===== src/rtl/grace_slave_regs.sv =====
// Grace-bus register-file responder with WS wait states and an edge-captured interrupt block.
// Optional interrupt logic (ISTAT/IEN/Irq_Src) is built when GRACE_SLV_IRQ_EN is defined.
module grace_slave_regs #(
  parameter int              AW     = 4,
  parameter int              DW     = 32,
  parameter int              WN     = 1,
  parameter int              NREG   = 16,
  parameter int              WS     = 0,
  parameter int              IL     = 1,
  parameter int              IW     = 8,
  parameter logic [DW-1:0]   ID     = 32'hCA050001,
  parameter logic [DW-1:0]   ERR_RD = 32'hDEADC0DE
) (
  input  logic          Grace_Ck,
  input  logic          Grace_Rs,
  input  logic          Grace_CE,
  input  logic          Grace_CS,
  input  logic [WN-1:0] Grace_WR,
  input  logic [AW-1:0] Grace_Ad,
  input  logic [DW-1:0] Grace_WD,
  output logic          Grace_Ac,
  output logic          Grace_Re,
  output logic [DW-1:0] Grace_RD,
  output logic          Grace_IR,
  input  logic [IW-1:0] Irq_Src
);

  typedef enum logic [1:0] {IDLE, WAIT, RESP} state_t;

  localparam logic [AW:0]   NREG_L  = (AW+1)'(NREG);
  localparam logic [AW-1:0] A_ISTAT = AW'(2);
  localparam logic [AW-1:0] A_IEN   = AW'(3);

  state_t        st, st_nx;
  logic [3:0]    cnt, cnt_nx;
  logic [AW-1:0] ad_q;
  logic          wr_q;
  logic [DW-1:0] wd_q;
  logic [DW-1:0] regs [2**AW];
  logic [DW-1:0] rd_val;
  logic          err, enter_resp, gp_we;

  // Every access passes through WAIT (cnt counts down to 0), so Ac rises
  // WS+1 enabled edges after CS is first sampled in IDLE.
  always_comb begin
    st_nx  = st;
    cnt_nx = cnt;
    case (st)
      IDLE: if (Grace_CS) begin
              st_nx  = WAIT;
              cnt_nx = 4'(WS);
            end
      WAIT: if (!Grace_CS)     st_nx  = IDLE;
            else if (cnt == '0) st_nx = RESP;
            else               cnt_nx = cnt - 4'd1;
      RESP: if (!Grace_CS)     st_nx  = IDLE;
      default:                 st_nx  = IDLE;
    endcase
  end

  assign enter_resp = (st == WAIT) && Grace_CS && (cnt == '0);
  assign err        = ({1'b0, ad_q} >= NREG_L);
  assign gp_we      = enter_resp && wr_q && !err && (ad_q != '0) &&
                      (ad_q != A_ISTAT) && (ad_q != A_IEN);

`ifdef GRACE_SLV_IRQ_EN
  logic [IW-1:0] src_q, istat, ien, rise, w1c;
  logic          ir_q;

  assign rise = Irq_Src & ~src_q;
  assign w1c  = (enter_resp && wr_q && ad_q == A_ISTAT) ? wd_q[IW-1:0] : '0;

  // Clear is applied before set so a same-edge source edge keeps the bit.
  always_ff @(posedge Grace_Ck) begin
    if (!Grace_Rs) begin
      src_q <= '0;
      istat <= '0;
      ien   <= '0;
      ir_q  <= 1'b0;
    end else if (Grace_CE) begin
      src_q <= Irq_Src;
      istat <= (istat & ~w1c) | rise;
      if (enter_resp && wr_q && ad_q == A_IEN) ien <= wd_q[IW-1:0];
      ir_q  <= |(istat & ien);
    end
  end

  assign Grace_IR = (IL != 0) ? ir_q : ~ir_q;
`else
  logic unused_irq;
  assign unused_irq = ^Irq_Src;
  assign Grace_IR   = (IL != 0) ? 1'b0 : 1'b1;
`endif

  // Addresses 0, 2 and 3 are never stored in regs, so their slots read 0.
  always_comb begin
    rd_val = regs[ad_q];
    if (ad_q == '0) rd_val = ID;
`ifdef GRACE_SLV_IRQ_EN
    if (ad_q == A_ISTAT) rd_val = DW'(istat);
    if (ad_q == A_IEN)   rd_val = DW'(ien);
`endif
  end

  always_ff @(posedge Grace_Ck) begin
    if (!Grace_Rs) begin
      st       <= IDLE;
      cnt      <= '0;
      ad_q     <= '0;
      wr_q     <= 1'b0;
      wd_q     <= '0;
      Grace_Ac <= 1'b0;
      Grace_Re <= 1'b0;
      Grace_RD <= '0;
      for (int i = 0; i < 2**AW; i++) regs[i] <= '0;
    end else if (Grace_CE) begin
      st  <= st_nx;
      cnt <= cnt_nx;
      if (st == IDLE && Grace_CS) begin
        ad_q <= Grace_Ad;
        wr_q <= |Grace_WR;
        wd_q <= Grace_WD;
      end
      if (enter_resp) begin
        Grace_Ac <= 1'b1;
        Grace_Re <= err;
        Grace_RD <= err ? ERR_RD : rd_val;
      end else if (st == RESP && !Grace_CS) begin
        Grace_Ac <= 1'b0;
        Grace_Re <= 1'b0;
      end
      if (gp_we) regs[ad_q] <= wd_q;
    end
  end

endmodule

===== config.mk =====
export PLATFORM = sky130hd
export DESIGN_NAME = grace_slave_regs
export DESIGN_NICKNAME = d
export VERILOG_FILES = /design/src/rtl/grace_slave_regs.sv
export SDC_FILE = /design/constraint.sdc
export NUM_CORES = 1
export LEC_CHECK = 0
export ABC_AREA = 0
export BUFFER_PORTS_ARGS = -buffer_cell sky130_fd_sc_hd__buf_2
export CORE_ASPECT_RATIO = 1.4
export CORE_MARGIN = 2
export CORE_UTILIZATION = 50
export CTS_BUF_LIST = sky130_fd_sc_hd__clkbuf_16
export CTS_CLUSTER_DIAMETER = 200
export DETAILED_ROUTE_END_ITERATION = 12
export GPL_TIMING_DRIVEN = 0
export PLACE_DENSITY = 0.66
export SLEW_MARGIN = 20
export SYNTH_ARGS = -nofsm -noshare
export SYNTH_HDL_FRONTEND = slang
export SYNTH_SLANG_ARGS = --single-unit
export TNS_END_PERCENT = 30

===== constraint.sdc =====
create_clock -name Grace_Ck -period 5.9 [get_ports Grace_Ck]
set_clock_uncertainty 0.2 [all_clocks]
set_input_delay 0.59 -clock Grace_Ck [delete_from_list [all_inputs] [get_ports Grace_Ck]]
set_output_delay 0.59 -clock Grace_Ck [all_outputs]
set_load 0.1 [all_outputs]

After elaboration in Yosys (flattened, before gate mapping)
Memory sizes are Yosys's and may differ from the RTL's. A register that Yosys moved wholly into a read port is not among the register bits.
Index checks and enable logic that the tools add are counted.
{ "word_totals": {"regBits": 77, "ram_bits": 512, "input_bits": 49, "output_inout_bits": 35, "wordCells": 63, "n_memories": 1} }
{ "mem_list": {"columns": ["name", "depth", "width", "rd", "rd_clocked_by_memory_dff", "wr", "line_no", "source"], "rows": [
  ["regs", 16, 32, 1, 1, 16, "39", "logic [DW-1:0] regs [2**AW];"]
]} }
{ "op_classes": {"add_sub_neg": 1, "n_eq_ne": 9, "mux": 23, "n_reduce_logical": 21} }
{ "op_table": {"columns": ["operator", "n"], "rows": [
  ["2-to-1 mux 32 bit", 2],
  ["OR reduction 32 bit", 1],
  ["2-to-1 mux 4 bit", 6],
  ["2-to-1 mux 1 bit", 9],
  ["logical AND 1 bit", 8],
  ["zero test 4 bit", 2],
  ["2-to-1 mux 2 bit", 4],
  ["inequality test 2 bit (second input constant)", 4],
  ["inequality test 4 x 2 -> 1 bit (second input constant)", 2],
  ["one-hot mux 4 bit (2 select lines)", 1],
  ["one-hot mux 2 bit (3 select lines)", 1],
  ["AND reduction 2 bit", 3],
  ["AND reduction 5 bit", 1],
  ["AND reduction 4 bit", 1],
  ["nonzero test 2 bit", 2],
  ["nonzero test 4 bit", 1],
  ["subtractor 4 x 1 -> 4 bit (second input constant)", 1],
  ["inequality test 3 x 2 -> 1 bit (second input constant)", 1],
  ["== test 2 x 1 -> 1 bit (second input constant)", 1],
  ["== test 2 bit (second input constant)", 1],
  ["zero test 2 bit", 1],
  ["zero test 1 bit", 1]
]} }

Longest topological paths before layout
Gate-level depths: netlist of the first run.
{ "depth": {"ltp_word": 13, "mapped_depth": 8, "mapped_depth_nobuf": 6} }

Least setup slack after synthesis of the first run
No wires, ideal clock.
{ "synth_path": {"path_kind": "register -> register", "from": "register cnt[0]", "to": "memory regs[4][0], enable pin", "arrival_time_ps": 3886, "required_time_ps": 5234, "path_slack_ps": 1348, "path_stages_with_launch": 7, "path_cell_list": "dfxtp_1 > inv_1 > ha_1 > or3b_4 > or4_1 > buf_2 > o21ai_0"} }
{ "synth_lines": {"columns": ["element", "line_no", "source"], "rows": [
  ["start, declared", "35", "logic [3:0] cnt, cnt_nx;"],
  ["start signal, assigned", "118", "cnt <= cnt_nx;"],
  ["end, declared", "39", null]
]} }

==> run metrics, run 1 <==
Synth Register Bits 592; critical path class reg -> reg; Num Clock Sinks 592; total grt overflow 0; Startpoint Class flip-flop; Vias/cell 5.64; Simple-Gate Fraction of Synth Area 14.9%; Core ar. 0.0508 mm^2; Wirelength per Cell 25.7 um; Area growth, synth to finish 15.7%; post-synthesis mux area share 13.7%; Hold Violations, Final 0; Worst setup EP type flip-flop; die area 0.0530 mm^2; area share of fa/ha/maj cells after synthesis 0.0489%; PnR worst setup slack 2.18 ns; Slew Limit Headroom 28.7%; 1st-iter DRT viols 1369; Final Critical Period 3.72 ns; cts repair resizes 0; RSZ-0062 raised after global routing no; root buf cell clkbuf_16; Skew-Pair Late Insertion Delay 0.59 ns; Max-Cap Viols 0; Net Sw Frac 22.5%; DRC Markers 0; Min-Delay Path Class in -> reg; EDFF count, synth 512; synth warn 0; largest family of logic cells by synthesized area simple AND/OR/NAND/NOR gates; vias in the first global route 15592; Sw Pwr 1.96 mW; Starting Density 50.4%; Comb power frac 7.3%; Worst-path clk slew 0.06 ns; WP data arrival 3.81 ns; Cells after Synth 1691; pre-CTS setup slack 2.12 ns; Seq/Total Area, Yosys 66.4%; ys flop type edfxtp_1; number of setup buffers added after CTS 0; PwrDens 294 mW/mm^2; Final period util 63.1%; chip width 195 um; maximum vdd ir drop 221 uV; Post-Route Setup TNS 0 ns; layout cell share with drive strength beyond 1 21.6%; Final setup viols 0; status finished, final reports clean; CTS buffer count 54; ant diodes 0; Reg power frac 54.7%; Pre-Repair DR Iteration Count 6; clock power share 38.0%; initial antenna violation count 0; Chip Height 272 um; first-pass GRT wire length 100000 um; Req. time, crit path 5.99 ns; library cells used by synthesis 41; P_leak 10.8 nW; Placer Congestion 0.857; Slew Limit Fails 0; fin util 58.3%; Mean Syn Cell Area 15.1 um^2; global-route usage over all layers 26.2%; TritonCTS clock tree done; I/O Buffers 73; deepest clock path buffer count 3; via count 14900; Layout Nets 1995; DPL Wire Length 48800 um; cell internal pwr 6.75 mW; post-synthesis compound-gate area fraction 1.98%; # hold bufs at CTS 0; worst slew pin tran 1.07 ns; post-route ant nets 0; fmax 269 MHz; htree depth 2; final WL 67900 um; Syn Std Cell Area 0.0256 mm^2; xor and xnor area share after synthesis 0.0685%; asr flop ratio synth 0%; placement row count 98; # IOs 84; largest net degree at the start of global routing 38; Worst Path Max Fanout 17
[cell usage after synthesis, drive strengths merged (2+ instances only)]
| library cell | instances | share of area [%] |
|---|---|---|
| nand3b | 4 | 0.12 |
| o21ai | 20 | 0.39 |
| inv | 7 | 0.10 |
| mux4 | 114 | 10 |
| nor2 | 24 | 0.70 |
| a21oi | 39 | 0.76 |
| mux2i | 35 | 1.4 |
| and2 | 420 | 10 |
| clkbuf | 76 | 1.1 |
| xnor2 | 2 | 0.068 |
| a22oi | 14 | 0.41 |
| a31oi | 9 | 0.22 |
| nand4b | 2 | 0.068 |
| nand3 | 81 | 1.6 |
| nand2 | 103 | 1.5 |
| or4 | 3 | 0.088 |
| or2 | 6 | 0.15 |
| dfxtp | 80 | 6.3 |
| a211oi | 2 | 0.059 |
| mux2 | 52 | 2.3 |
| nand2b | 4 | 0.098 |
| nor2b | 2 | 0.049 |
| buf | 67 | 1.7 |
| edfxtp | 512 | 60 |
[area by class of cell]
type | instances | area (um^2)
Tap cell | 650 | 813
Timing Repair Buffer | 101 | 1050
Clock buffer | 54 | 1350
Clock inverter | 48 | 290
Inverter | 8 | 30.0
Fill cell | 4024 | 21200
Sequential cell | 592 | 17000
Buffer | 143 | 732
Multi-Input combinational cell | 1045 | 8360
[power by group through the flow]
stage	registers [mW]	logic [mW]	clock network (mW)
3_3_place_gp	4.87	0.565	0
2_1_floorplan	4.87	0.360	0
5_1_grt	4.78	0.678	3.50
4_1_cts	4.77	0.639	3.35
3_5_place_dp	4.86	0.636	0
6_report	4.77	0.638	3.31
[kinds of logic (layout without fill, tap and decap cells)]
logic type | count (synthesis) | in the layout
simple gates | 655 | 655
flops | 592 | 592
mux | 201 | 201
buf+inv | 151 | 354
compound gates | 88 | 88
xor+xnor | 2 | 2
fa+ha+maj | 1 | 1
other cells | 1 | 98
[flip-flops by register name, indices dropped and copies added (netlist names), named ones only]
name	flops
cnt	4
ad_q	4
regs	512
Grace_RD	32
wd_q	32
st	2
wr_q	1
Grace_Ac	1
[path summary, 6_finish.rpt]
check | from | to | slack, ns | cells past startpoint
max | cnt[0] | regs[1][4] | 2.18 | 7
max reg2reg | cnt[0] | regs[1][4] | 2.18 | 7
min | Grace_WD[17] | wd_q[17] | 0.03 | 3
min reg2reg | Grace_RD[28] | Grace_RD[28] | 0.25 | 2
[layer usage]
metal	global-route usage, %	part of all wire [%]	vias up	wire, um
li1	-	-	6619	-
met1	30.2	35	7600	24000
met3	3.19	5.8	152	3930
met2	49.4	55	529	37300
met5	0	0	-	0
met4	10.4	3.9	0	2620
[through the flow]
stage	instances	power, mW	hold slack, ns	area [um^2]
2_1_floorplan	1788	5.23	0.260	25900
3_3_place_gp	2511	5.44	0.241	27100
3_5_place_dp	2539	5.50	0.241	28000
4_1_cts	2641	8.76	0.00844	29600
5_1_grt	2641	8.96	0.0259	29600
6_report	2641	8.72	0.0300	29600
[worst max-delay path, stage by stage (launching register included)]
cell and delay (ns):
dfxtp_1 0.34, inv_1 0.06, ha_1 0.17, or3b_4 0.43, nor3_2 0.51, nor4b_4 0.75, nand2b_2 0.69, buf_16 0.25
[placed cells by master, fill, tap and decap left out, types with 14 or more instances in the layout]
cell type / synthesis / routed
a21oi_1: 39 / 39
a22oi_1: 14 / 14
and2_1: 420 / 420
buf_16: 0 / 21
buf_2: 33 / 107
buf_4: 16 / 16
clkbuf_1: 76 / 75
clkbuf_16: 0 / 54
clkinv_1: 1 / 19
conb_1: 1 / 98
dfxtp_1: 80 / 80
edfxtp_1: 512 / 512
inv_1: 7 / 24
mux2_2: 52 / 52
mux2i_1: 35 / 35
mux4_2: 114 / 114
nand2_1: 103 / 103
nand3_1: 81 / 81
(Power assumes the default switching activity.)
==> run 2: changes to the inputs <==
--- a/config.mk
+++ b/config.mk
@@ -14,7 +14,7 @@
 export CTS_CLUSTER_DIAMETER = 200
 export DETAILED_ROUTE_END_ITERATION = 12
 export GPL_TIMING_DRIVEN = 0
-export PLACE_DENSITY = 0.66
+export PLACE_DENSITY = 0.69
 export SLEW_MARGIN = 20
 export SYNTH_ARGS = -nofsm -noshare
 export SYNTH_HDL_FRONTEND = slang
==> constraint.sdc (replaced) <==
create_clock -name Grace_Ck -period 3.4 [get_ports Grace_Ck]
set_clock_uncertainty 0.2 [all_clocks]
set_input_delay 0.34 -clock Grace_Ck [delete_from_list [all_inputs] [get_ports Grace_Ck]]
set_output_delay 0.34 -clock Grace_Ck [all_outputs]
set_load 0.1 [all_outputs]
==> run 2 against run 1 <==
The flow now finishes with violations (setup timing). Register-to-register slack got worse by 2.2 ns. Wire length shrank 0.34%. Flip-flop and latch count is the same.
==> run metrics, run 2 (same netlist as run 1, synthesis figures left out) <==
status finished, violations left; violated checks setup timing; top sig layer met4; max reg flops 512 (unchanged); most common cell after layout, fill and taps aside edfxtp_1; fin util 59.2% (+0.89 points); Chip Height 272 um (unchanged); fillers 3883 (-3.5%); Final setup viols 2 (+2); critical path class reg -> reg; Layout Nets 2034 (+2.0%); Vias/cell 5.64 (about the same); die area 0.0530 mm^2 (unchanged); TritonCTS clock tree done; Placer Congestion 0.859 (+0.34%); Max-Cap Viols 0 (unchanged); Slew Limit Fails 0 (unchanged); DP Area 0.0279 mm^2 (-0.11%); number of setup buffers added after CTS 0 (unchanged); worst hold path depth 4 (+1); 1st-iter DRT viols 1315 (-3.9%); register area 0.0170 mm^2 (unchanged); Final period util 100% (+37 points); fmax 294 MHz (+9.2%); I/O Buffers 73 (unchanged); initial antenna violation count 0 (unchanged); # IOs 84 (unchanged); largest net degree at the start of global routing 27 (-29%); RSZ-0062 raised after global routing no; met2 WL post-DR 36500 um (-2.3%); layout cell share with drive strength beyond 1 21.6% (about the same); Hold Violations, Final 0 (unchanged); Most flops, register regs; Largest regs regs: 512 flops, Grace_RD: 32 flops, wd_q: 32 flops; global-route usage over all layers 25.9% (-0.31 points); Req. time, crit path 3.65 ns (-2.34 ns); htree depth 2 (unchanged); placement row count 98 (unchanged); Core ar. 0.0508 mm^2 (unchanged); DRC Markers 0 (unchanged); flop-to-flop setup slack -0.006 ns (-2.19 ns); total grt overflow 0 (unchanged); P_leak 11.0 nW (+1.8%); deepest clock path buffer count 3 (unchanged); Wirelength per Cell 25.3 um (-1.7%); Min-Delay Path Class in -> reg; via count 15097 (+1.3%); maximum vdd ir drop 432 uV (+95%); Slew Limit Headroom 26.6% (-2.1 points); Starting Density 50.4% (unchanged); Hold EP Grace_RD[31]; worst slew pin tran 1.10 ns (+0.0310 ns); FF-to-FF Start cnt[0]; final WL 67700 um (-0.34%); Worst-path clk slew 0.07 ns (about the same); multi-input logic area 0.00837 mm^2 (about the same); met3 routed WL 4580 um (+17%); design area 0.0301 mm^2 (+1.5%); Final Critical Period 3.41 ns (-0.314 ns); Area growth, synth to finish 17.5%; Worst setup EP type flip-flop; vias in the first global route 16067 (+3.0%); ant diodes 0 (unchanged); first-pass GRT wire length 99300 um (-1.0%); Num Clock Sinks 592 (unchanged); chip width 195 um (unchanged); Pre-Repair DR Iteration Count 5 (-1); worst hold start Grace_Rs; Worst Path Max Fanout 10 (-7); reg2reg end regs[1][18]; DPL Wire Length 48100 um (-1.4%); Reg2Reg Depth 7 (unchanged); CTS buffer count 54 (unchanged); Skew-Pair Late Insertion Delay 0.60 ns (about the same); DRT met1 WL 23800 um (-0.80%); Startpoint Class flip-flop; WP data arrival 3.66 ns (-0.15 ns); PnR worst setup slack -0.00616 ns (-2.19 ns); root buf cell clkbuf_16; commonest cells after routing, fill and taps aside edfxtp_1 (512), and2_1 (420), mux4_2 (114); PwrDens 511 mW/mm^2 (+74%); post-route ant nets 0 (unchanged)
==> run 2: cell count changes in the layout (fill, tap and decap cells not counted), sizes merged <==
cell	change
buf	-2
clkinv	-3
clkinvlp	+1
dlygate4sd3	+41
bufinv	+2
clkbuf	+1
inv	-3
==> run 2: cell type report <==
cell class              instances  area share (%)
flip-flops and latches        592            56.5
multi-input cells            1045            27.8
repair buffers                140            4.78
clock buffers                  55            4.58
well taps                     650            2.71
plain buffers                 143            2.44
clock inverters                45            1.08
inverters                       8          0.0999
==> run 2: worst max-delay path by stage <==
stage / startpoint / to / slack [ns] / cells past startpoint
floorplan: cnt[0] / regs[4][0] / -0.29 / 6
global placement: cnt[0] / regs[11][6] / -2.08 / 6
detailed placement: cnt[0] / regs[1][24] / -0.38 / 7
CTS: cnt[0] / regs[1][19] / 0.07 / 7
global route: cnt[0] / regs[1][19] / 0.004 / 7
finish: cnt[0] / regs[1][18] / -0.006 / 7
==> run 2: repair_timing <==
item	CTS	global route
gates resized for setup	2	0
endpoints found under the setup margin	62	0
hold buffers	41	0
hold endpoints to repair	44	0
==> run 2: report_power, final <==
part / switching, mW / total [mW] / internal, mW
Combinational: 0.666 / 1.14 / 0.472
Clock: 2.65 / 5.95 / 3.30
Sequential: 0.109 / 8.28 / 8.17
==> run 2: per-layer routing <==
| layer | up-vias | global-route usage [%] |
|---|---|---|
| met1 | 7646 | 29.8 |
| met4 | 0 | 11.3 |
| met3 | 167 | 3.21 |
| li1 | 6672 | - |
| met2 | 612 | 48.4 |
| met5 | - | 0 |
==> run 2: through the flow <==
step	hold WS [ns]	instances	TNS [ns]	total power, mW	worst slack, ns
6_report	0.228	2678	-0.00972	15.4	-0.00616
5_1_grt	0.245	2678	0	15.8	0.00360
4_1_cts	0.198	2678	0	15.4	0.0747
3_5_place_dp	0.239	2537	-14.12	9.53	-0.382
3_3_place_gp	0.239	2511	-795.40	9.41	-2.08
2_1_floorplan	0.256	1788	-106.80	9.06	-0.288
==> run 2: worst max-delay path: stages, from the launching register on <==
cell	delay [ns]
dfxtp_1	0.33
inv_1	0.06
ha_1	0.17
or3b_4	0.43
nor3_2	0.46
nor4b_4	0.67
clkbuf_1	0.72
and2_1	0.23
==> run 3: changes to the inputs <==
--- a/config.mk
+++ b/config.mk
@@ -7,7 +7,7 @@
 export LEC_CHECK = 0
 export ABC_AREA = 0
 export BUFFER_PORTS_ARGS = -buffer_cell sky130_fd_sc_hd__buf_2
-export CORE_ASPECT_RATIO = 1.4
+export CORE_ASPECT_RATIO = 0.8
 export CORE_MARGIN = 2
 export CORE_UTILIZATION = 50
 export CTS_BUF_LIST = sky130_fd_sc_hd__clkbuf_16
==> run 3 against run 2 <==
The run now ends clean. Count of clock-buffer cells in the layout grew 5. Clock power grew 1%. Largest power group unchanged. Setup slack gained 0.058 ns. Via count shrank 1.0%. Hold slack lost 0.073 ns. Critical path type unchanged. Highest routed layer unchanged.
==> run metrics, run 3 (same netlist as run 1, synthesis figures left out) <==
status finished, final reports clean; Wirelength per Cell 23.1 um (-8.5%); PwrDens 515 mW/mm^2 (+0.66%); worst hold path depth 4 (unchanged); Final Critical Period 3.35 ns (-0.0577 ns); via count 14940 (-1.0%); Final setup viols 0 (-2); commonest cells after routing, fill and taps aside edfxtp_1 (512), and2_1 (420), mux4_2 (114); vias in the first global route 14538 (-9.5%); critical path class reg -> reg; Hold EP Grace_RD[31]; multi-input logic area 0.00836 mm^2 (-0.12%); die area 0.0530 mm^2 (about the same); Layout Nets 2029 (-0.25%); initial antenna violation count 0 (unchanged); Slew Limit Fails 0 (unchanged); chip width 257 um (+32%); 1st-iter DRT viols 1563 (+19%); total grt overflow 0 (unchanged); Total Power 15.4 mW (+0.20%); PnR worst setup slack 0.0515 ns (+0.0577 ns); deepest clock path buffer count 3 (unchanged); Final period util 98.5% (-1.7 points); Starting Density 50.3% (-0.067 points); Chip Height 206 um (-24%); Core ar. 0.0508 mm^2 (+0.13%); max reg flops 512 (unchanged); Skew-Pair Late Insertion Delay 0.61 ns (about the same); htree depth 2 (unchanged); root buf cell clkbuf_16; CTS buffer count 58 (+7.4%); reg2reg end Grace_RD[11]; Vias/cell 5.50 (-2.5%); I/O Buffers 73 (unchanged); fmax 299 MHz (+1.7%); maximum vdd ir drop 397 uV (-8.1%); first-pass GRT wire length 92700 um (-6.7%); DRC Markers 0 (unchanged); layout cell share with drive strength beyond 1 21.2% (-0.43 points); Num Clock Sinks 592 (unchanged); global-route usage over all layers 24.0% (-1.9 points); TritonCTS clock tree done; pre-CTS setup slack -0.0107 ns (+0.371 ns); met3 Use GR 3.73% (+0.52 points); most common cell after layout, fill and taps aside edfxtp_1; Most Crowded Layer GR met2; number of setup buffers added after CTS 0 (unchanged); placement row count 74 (-24%); worst slew pin tran 1.06 ns (-0.0390 ns); worst hold start Grace_Rs; final WL 62800 um (-7.1%); Worst setup EP type flip-flop; Largest regs regs: 512 flops, Grace_RD: 32 flops, wd_q: 32 flops; Area growth, synth to finish 17.0%; Req. time, crit path 3.70 ns (+0.05 ns); Placer Congestion 0.888 (+3.3%); Worst-path clk slew 0.06 ns (about the same); Slew Limit Headroom 29.2% (+2.6 points); Worst Path Max Fanout 10 (unchanged); Hold Violations, Final 0 (unchanged); Reg2Reg Depth 6 (-1); RSZ-0062 raised after global routing no; GRT met2 Usage 37.8% (-11 points); Max-Cap Viols 0 (unchanged); Pre-Repair DR Iteration Count 7 (+2); # IOs 84 (unchanged); GR met1 Demand/Resource 35.2% (+5.4 points); WP data arrival 3.65 ns (about the same); post-route ant nets 0 (unchanged); Startpoint Class flip-flop; Most flops, register regs; register area 0.0170 mm^2 (unchanged); largest net degree at the start of global routing 33 (+22%); fillers 3854 (-0.75%); flop-to-flop setup slack 0.05 ns (+0.06 ns); Min-Delay Path Class in -> reg; P_leak 10.9 nW (-0.69%); DPL Wire Length 44600 um (-7.4%)
-- run 3: cell count changes in the layout (fill, tap and decap cells not counted), moves of 2 or more --
cell        delta
diode_2        +7
clkinv_1       +7
bufinv_16      -3
clkinvlp_4     -2
inv_2          -2
clkinv_2       +2
clkbuf_16      +5
buf_16         -9
-- run 3: layer usage --
| metal | part of all wire, % | routed length [um] |
|---|---|---|
| met1 | 44 | 27600 |
| met2 | 46 | 28800 |
| met3 | 8.1 | 5070 |
| met4 | 2.2 | 1370 |
| met5 | 0 | 0 |
-- run 3: power breakdown --
part / leakage, nW / internal [mW] / switching [mW]
registers: 5.88 / 8.17 / 0.122
logic: 4.11 / 0.446 / 0.649
clock network: 0.931 / 3.32 / 2.70
-- run 3: how the worst max path moves through the flow --
| stage | startpoint | slack [ns] | to |
|---|---|---|---|
| after floorplan | cnt[0] | -0.29 | regs[4][0] |
| after global placement | cnt[0] | -1.63 | regs[5][7] |
| after detailed placement | Grace_Rs | -0.01 | regs[1][6] |
| after CTS | flip-flop | 0.14 | Grace_RD[11] |
| after global routing | flip-flop | 0.06 | Grace_RD[11] |
| final | flip-flop | 0.05 | Grace_RD[11] |
-- run 3: worst max-delay path, stage by stage, from the launching register on --
cell and delay (ns):
dfxtp_1 0.52, clkbuf_1 0.71, buf_1 0.86, mux4_2 0.47, mux2_2 0.30, nand3_1 0.09, nand3_1 0.08
-- run 3: cell type report --
class,instances,share of cell area [%]
sequential,592,56.7
tap,684,2.86
buffer,143,2.45
timing repair buffer,131,4.00
clock buffer,60,5.02
multi-input combinational,1045,27.9
clock inverter,48,0.845
inverter,8,0.100
antenna,7,0.0585
-- run 3: repair_timing --
| action | in CTS | in global routing |
|---|---|---|
| resized for setup | 1 | 0 |
| setup endpoints to repair | 23 | 0 |
| hold buffers | 41 | 0 |
| endpoints found under the hold margin | 44 | 0 |
-- run 3: metrics by stage --
stage / area [um^2] / utilization (%) / hold slack [ns] / instances / TNS, ns
after floorplan: 25900 / - / 0.256 / 1788 / -106.80
after global placement: 27200 / 53.4 / 0.237 / 2545 / -562.85
after detailed placement: 27700 / 54.5 / 0.241 / 2562 / -0.176
after global routing: 29900 / 58.8 / 0.162 / 2711 / 0
after CTS: 29900 / 58.8 / 0.108 / 2711 / 0
final: 29900 / 58.9 / 0.154 / 2718 / 0
